## config.mk

```make
export PLATFORM = sky130hd
export DESIGN_NAME = alu_exec_unit
export DESIGN_NICKNAME = d
export VERILOG_FILES = /design/src/rtl/alu_pkg.sv /design/src/rtl/ctz_nibble.sv /design/src/rtl/alu_exec_unit.sv
export SDC_FILE = /design/constraint.sdc
export NUM_CORES = 1
export LEC_CHECK = 0
export CAP_MARGIN = 40
export CORE_MARGIN = 4
export CORE_UTILIZATION = 50
export CTS_CLUSTER_DIAMETER = 120
export DETAILED_ROUTE_END_ITERATION = 8
export GPL_TIMING_DRIVEN = 0
export PLACE_DENSITY = 0.86
export SLEW_MARGIN = 10
export SYNTH_ARGS = -nofsm -noshare
export SYNTH_HDL_FRONTEND = slang
export SYNTH_SLANG_ARGS = --single-unit
export TNS_END_PERCENT = 50
```

## constraint.sdc

```tcl
create_clock -name clk -period 4.3 [get_ports clk]
set_clock_uncertainty 0.1 [all_clocks]
set_input_delay 1.29 -clock clk [delete_from_list [all_inputs] [get_ports clk]]
set_output_delay 1.29 -clock clk [all_outputs]
set_load 0.01 [all_outputs]
```

## src/rtl/alu_pkg.sv

```systemverilog
// Shared encodings, widths, FSM state type and combinational ALU function for alu_exec_unit.
// ALU_CTZ_EN adds the SCAN state and nibble-counter widths.
package alu_pkg;

    localparam int unsigned XLEN  = 32;
    localparam int unsigned CTL_W = 4;
    localparam int unsigned NIB_W = 4;
    localparam int unsigned TZ_W  = 2;

    localparam logic [CTL_W-1:0] ALU_ADD = 4'b0000;
    localparam logic [CTL_W-1:0] ALU_SUB = 4'b0001;
    localparam logic [CTL_W-1:0] ALU_SLT = 4'b0010;
    localparam logic [CTL_W-1:0] ALU_OR  = 4'b0011;
    localparam logic [CTL_W-1:0] ALU_CTZ = 4'b0100;

`ifdef ALU_CTZ_EN
    localparam int unsigned NIBBLES = XLEN / NIB_W;
    localparam int unsigned K_W     = $clog2(NIBBLES);

    typedef enum logic [0:0] {
        ST_IDLE = 1'b0,
        ST_SCAN = 1'b1
    } alu_state_e;
`else
    typedef enum logic [0:0] {
        ST_IDLE = 1'b0
    } alu_state_e;
`endif

    // Single-cycle ops; CTZ and undefined codes fall through to ADD.
    function automatic logic [XLEN-1:0] alu_calc(
        input logic [CTL_W-1:0] ctl,
        input logic [XLEN-1:0]  a,
        input logic [XLEN-1:0]  b
    );
        logic [XLEN-1:0] r;
        case (ctl)
            ALU_SUB: r = a - b;
            ALU_SLT: r = ($signed(a) < $signed(b)) ? XLEN'(1) : XLEN'(0);
            ALU_OR:  r = a | b;
            ALU_ADD,
            ALU_CTZ: r = a + b;
            default: r = a + b;
        endcase
        return r;
    endfunction

endpackage

```

## src/rtl/ctz_nibble.sv

```systemverilog
// Trailing-zero count (0..3) of one nibble plus a nonzero flag.
module ctz_nibble
    import alu_pkg::*;
(
    input  logic [NIB_W-1:0] nib,
    output logic [TZ_W-1:0]  tz_c,
    output logic             nz_c
);

    always_comb begin
        tz_c = TZ_W'(0);
        if (nib[0])      tz_c = TZ_W'(0);
        else if (nib[1]) tz_c = TZ_W'(1);
        else if (nib[2]) tz_c = TZ_W'(2);
        else if (nib[3]) tz_c = TZ_W'(3);
    end

    assign nz_c = |nib;

endmodule

```

## src/rtl/alu_exec_unit.sv

```systemverilog
// Execute-stage ALU: single-cycle ADD/SUB/SLT/OR, optional multi-cycle CTZ nibble scan.
// Define ALU_CTZ_EN to enable the CTZ SCAN state; otherwise CTZ executes as ADD.
module alu_exec_unit
    import alu_pkg::*;
(
    input  logic             clk,
    input  logic             rst,
    input  logic             flush,
    input  logic             in_valid,
    output logic             in_ready,
    input  logic [CTL_W-1:0] alu_ctl,
    input  logic [XLEN-1:0]  op_a,
    input  logic [XLEN-1:0]  op_b,
    output logic             out_valid,
    output logic [XLEN-1:0]  result,
    output logic             zero,
    output logic             busy
);

    alu_state_e      state_q, state_d;
    logic            out_valid_q, out_valid_d;
    logic [XLEN-1:0] result_q, result_d;
    logic            zero_q, zero_d;
    logic            accept_c;

`ifdef ALU_CTZ_EN
    logic [K_W-1:0]   k_q, k_d;
    logic [XLEN-1:0]  scan_q, scan_d;
    logic [NIB_W-1:0] nib_c;
    logic [TZ_W-1:0]  tz_c;
    logic             nz_c;

    assign nib_c = scan_q[{k_q, 2'b00} +: NIB_W];

    ctz_nibble u_ctz_nibble (
        .nib  (nib_c),
        .tz_c (tz_c),
        .nz_c (nz_c)
    );
`endif

    assign accept_c = in_valid && in_ready && !flush;

    // State register.
    always_ff @(posedge clk) begin
        if (rst) begin
            state_q     <= ST_IDLE;
            out_valid_q <= 1'b0;
            result_q    <= '0;
            zero_q      <= 1'b1;
`ifdef ALU_CTZ_EN
            k_q         <= '0;
            scan_q      <= '0;
`endif
        end else begin
            state_q     <= state_d;
            out_valid_q <= out_valid_d;
            result_q    <= result_d;
            zero_q      <= zero_d;
`ifdef ALU_CTZ_EN
            k_q         <= k_d;
            scan_q      <= scan_d;
`endif
        end
    end

    // Next-state and result datapath.
    always_comb begin
        state_d     = state_q;
        out_valid_d = 1'b0;
        result_d    = result_q;
        zero_d      = zero_q;
`ifdef ALU_CTZ_EN
        k_d         = k_q;
        scan_d      = scan_q;
`endif
        case (state_q)
            ST_IDLE: begin
                if (accept_c) begin
`ifdef ALU_CTZ_EN
                    if (alu_ctl == ALU_CTZ) begin
                        state_d = ST_SCAN;
                        k_d     = '0;
                        scan_d  = op_a;
                    end else
`endif
                    begin
                        out_valid_d = 1'b1;
                        result_d    = alu_calc(alu_ctl, op_a, op_b);
                        zero_d      = (result_d == '0);
                    end
                end
            end
`ifdef ALU_CTZ_EN
            ST_SCAN: begin
                if (flush) begin
                    state_d = ST_IDLE;
                end else if (nz_c || (k_q == K_W'(NIBBLES - 1))) begin
                    state_d     = ST_IDLE;
                    out_valid_d = 1'b1;
                    result_d    = nz_c ? XLEN'({k_q, tz_c}) : XLEN'(XLEN);
                    zero_d      = (result_d == '0);
                end else begin
                    k_d = k_q + K_W'(1);
                end
            end
`endif
            default: state_d = ST_IDLE;
        endcase
    end

    assign in_ready  = (state_q == ST_IDLE);
    assign out_valid = out_valid_q;
    assign result    = result_q;
    assign zero      = zero_q;
`ifdef ALU_CTZ_EN
    assign busy      = (state_q == ST_SCAN);
`else
    assign busy      = 1'b0;
`endif

endmodule
```

==> impl_metrics.ini <==
[power_and_ir_drop]
switchingPower_w = 0.0008892
clock_power_share_pct = 17.5
p_int_w = 0.001160
p_leak_nw = 4.057
ir_drop_mv = 0.1828
pwr-share-comb_pct = 65.3
p_seq_share_pct = 17.2
swShare_pct = 43.39
p_per_area_mw_per_mm2 = 220.0

[worst_setup_path]
worstReg2RegStart = result[14]
slowest_stage = clkdlybuf4s50_1
arrival_ns = 4.68
worst-path-buf-inv = 4
reg2reg_to = result[14]
path_class = input port to flop
crit_path_start_kind = input port
rrSetupSlack_ns = 3.28
worstSetupEndpointType = flop
critPathMaxFanout = 10
crit_chain = clkdlybuf4s50_1 -> nor2_2 -> o21ai_0 -> buf_2 -> clkbuf_2 -> buf_2 -> a221oi_4 -> nand4_1 -> nor4_4 -> nand4_1 -> o41ai_2
worstPathRequired_ns = 4.39
rr_worst_depth = 2
critPathTopFamily = buffers and inverters
max_stage_delay_ns = 0.58

[worst_hold_path]
min_path_type = flop to flop
hp-start = result[7]
min_to = result[7]
worstHoldPathCells = 2

[drt]
vias = 8037
drc = 0
routed_via_density = 6.642
wl_per_cell_um = 21.34
final_antenna_net_count = 0
routed_wl_um = 25830
drt_iter0_markers = 1138
drtPass1Iterations = 8

[logic_synthesis]
synth_area_leaders = ha_1 (19%), dfxtp_1 (11%), nor2_1 (6.7%)
synth_flop_cell = dfxtp_1
synth_seq_area_share_pct = 10.88
ys_types = 101
synthArstFlopShare_pct = 0
yosysTopAreaCell = ha_1
yosys_register_bits = 34
synth-edff-count = 0
synth.avg_cell_area_um2 = 7.283
syn_nets = 1028
synth_top_area_share_pct = 19.00
netlist_area_mm2 = 0.006256
yosysWarnings = 0
synthCells = 859

[clocking]
clk-insertion-delay-late_ns = 0.28
clockBufferDepth = 2
htree_levels = 2
cts_tree = done
numCtsBuffers = 5
cts_root_buffer = clkbuf_16
cts.sinks = 34
clk_pin_slew_ns = 0.05
cts_hold_buf = 0

[timing]
rsz0062_at_grt = true
period_minus_slack_ns = 4.593
setup_slack_ns = -0.2928
slew_viol_final = 0
slew_headroom_pct = 57.11
whs_ns = 0.3604
hold_viol_final = 0
fin_crit_sh_pct = 106.8
finalSetupViolCount = 3
max_freq_ghz = 0.2177
worst_slew_pin_slew_ns = 0.6353
fin_tns_setup_ns = -0.4393

[die]
die_h_um = 119.9
core.rowCount = 40
die_area_mm2 = 0.01437
fp.dieW_um = 119.9
coreArea_mm2 = 0.01211
ios = 108
initial_core_util_pct = 51.65

[global_routing]
grt_pass1_wl_um = 37600
grt_use_met3_pct = 5.325
grtUsageMet2_pct = 54.20
grt_max_degree = 11
overflow = 0
grt.busiest_layer = met2
antenna_found_initial = 0
use_met1_pct = 39.32
grt_pass1_vias = 7436
track_usage_pct = 31.62

[placement]
postPlaceCellArea_mm2 = 0.007487
placed_cells = 1129
place_hpwl_um = 17040
place_ws_ns = -1.054
gp_congestion = 0.9717
portBuffers = 102

[cells_and_area]
drive_above_1_share_pct = 29.46
nNetsFinal = 1210
num_antenna_cells = 0
fin_cells = 1210
final_area_mm2 = 0.009315
nFillCells = 849
syn_to_final_growth_pct = 48.90

[outcome]
status = finished, violations left
violations = negative setup slack

[job]
cap_violations = 0
==> kinds of logic (layout without fill, tap and decap cells) <==
| logic type | count (synthesis) | count (layout) | share of synthesized area, % |
|---|---|---|---|
| other | 2 | 2 | 0.1200 |
| multiplexers | 3 | 3 | 0.5000 |
| AO/OA/AOI/OAI | 300 | 300 | 36.22 |
| XOR/XNOR | 16 | 16 | 2.240 |
| AND/OR/NAND/NOR | 262 | 262 | 20.74 |
| adder cells (fa/ha/maj) | 97 | 97 | 19.64 |
| flip-flops | 34 | 34 | 10.88 |
| buffers and inverters | 145 | 328 | 9.660 |
==> routing by layer <==
layer  share of wire [%]  wire, µm
met2                  47     12090
met1                  36      9266
met3                  12      3100
met4                 5.3      1370
met5                   0         0
==> stage by stage <==
| step | power [W] | utilization [%] |
|---|---|---|
| floorplan | 0.0009736 | - |
| global placement | 0.001274 | 61.82 |
| detailed placement | 0.001285 | 61.82 |
| CTS | 0.001813 | 70.37 |
| global route | 0.002134 | 76.91 |
| finish | 0.002049 | 76.91 |
==> placed cells by master, fill, tap and decap left out, types with 15 or more instances in the layout <==
| cell | count |
|---|---|
| a21oi_1 | 42 |
| nor2_1 | 107 |
| a21oi_2 | 17 |
| nand2_1 | 38 |
| o21ai_0 | 28 |
| clkdlybuf4s50_1 | 67 |
| dfxtp_1 | 34 |
| buf_6 | 19 |
| a21o_1 | 20 |
| ha_4 | 22 |
| buf_4 | 70 |
| a211oi_1 | 22 |
| inv_2 | 22 |
| dlymetal6s2s_1 | 15 |
| buf_2 | 15 |
| inv_1 | 69 |
| ha_1 | 71 |
| clkbuf_1 | 15 |
==> cells in the mapped netlist, types with 4 or more instances <==
library cell and count:
and3_1 6, nor2b_1 16, a221o_1 7, o21bai_1 9, o221ai_1 12, o31ai_1 8
o211ai_1 9, a211oi_1 25, nand2_1 41, nor3_1 12, o22ai_1 7, xnor2_1 14
nand3_1 15, a21oi_2 5, inv_1 92, nand4_1 14, a221oi_1 4, dfxtp_1 34
buf_6 4, o21a_1 8, a31oi_1 12, ha_1 95, clkbuf_1 29, o21ai_1 10
o2111ai_1 5, nor4_1 5, or2_2 4, a21oi_1 61, buf_4 5, a41oi_1 5
or3_1 8, nor2_1 112, o21ai_0 35, buf_2 9, a21o_1 20
==> how the worst max path moves through the flow <==
stage,start,to,slack (ns),cells after the start
floorplan,op_a[0],zero,0.11,15
global placement,op_a[1],zero,-0.99,14
detailed placement,op_a[1],zero,-1.05,14
CTS,op_a[1],zero,-0.13,14
global route,alu_ctl[2],zero,-0.28,12
finish,alu_ctl[3],zero,-0.29,11
==> flip-flops by register name, indices dropped and copies added, names as in the netlist <==
| name | cells |
|---|---|
| zero | 1 |
| result | 32 |
| out_valid | 1 |
==> power groups by stage <==
stage / combinational (W) / clock (W) / sequential, W
floorplan: 0.000605 / 0 / 0.000369
global placement: 0.000917 / 0 / 0.000357
detailed placement: 0.000926 / 0 / 0.000359
CTS: 0.00110 / 0.000356 / 0.000352
global route: 0.00141 / 0.000371 / 0.000355
finish: 0.00134 / 0.000358 / 0.000352
==> tightest hold or removal path, cell delays in order, from the launching register on <==
cell and delay, ns:
dfxtp_1 0.31, nand2_1 0.05, a21oi_1 0.05
==> cell type report <==
class	instances	area [µm²]	share of cell area, %
Multi-Input combinational cell	680	5972	64.11
Timing Repair Buffer	180	1652	17.73
Sequential cell	34	680.7	7.307
Inverter	95	366.6	3.936
Clock inverter	1	5.005	0.05373
Tap cell	168	210.2	2.257
Clock buffer	7	142.6	1.531
Buffer	45	286.5	3.076
==> timing repair <==
action / in CTS / in global routing
pin swaps: 53 / 51
gates resized for setup: 147 / 167
gates cloned: 3 / 0
setup endpoints to repair: 13 / 13
buffers inserted: 45 / 30
Note: power is estimated with default switching activity, not from simulation.
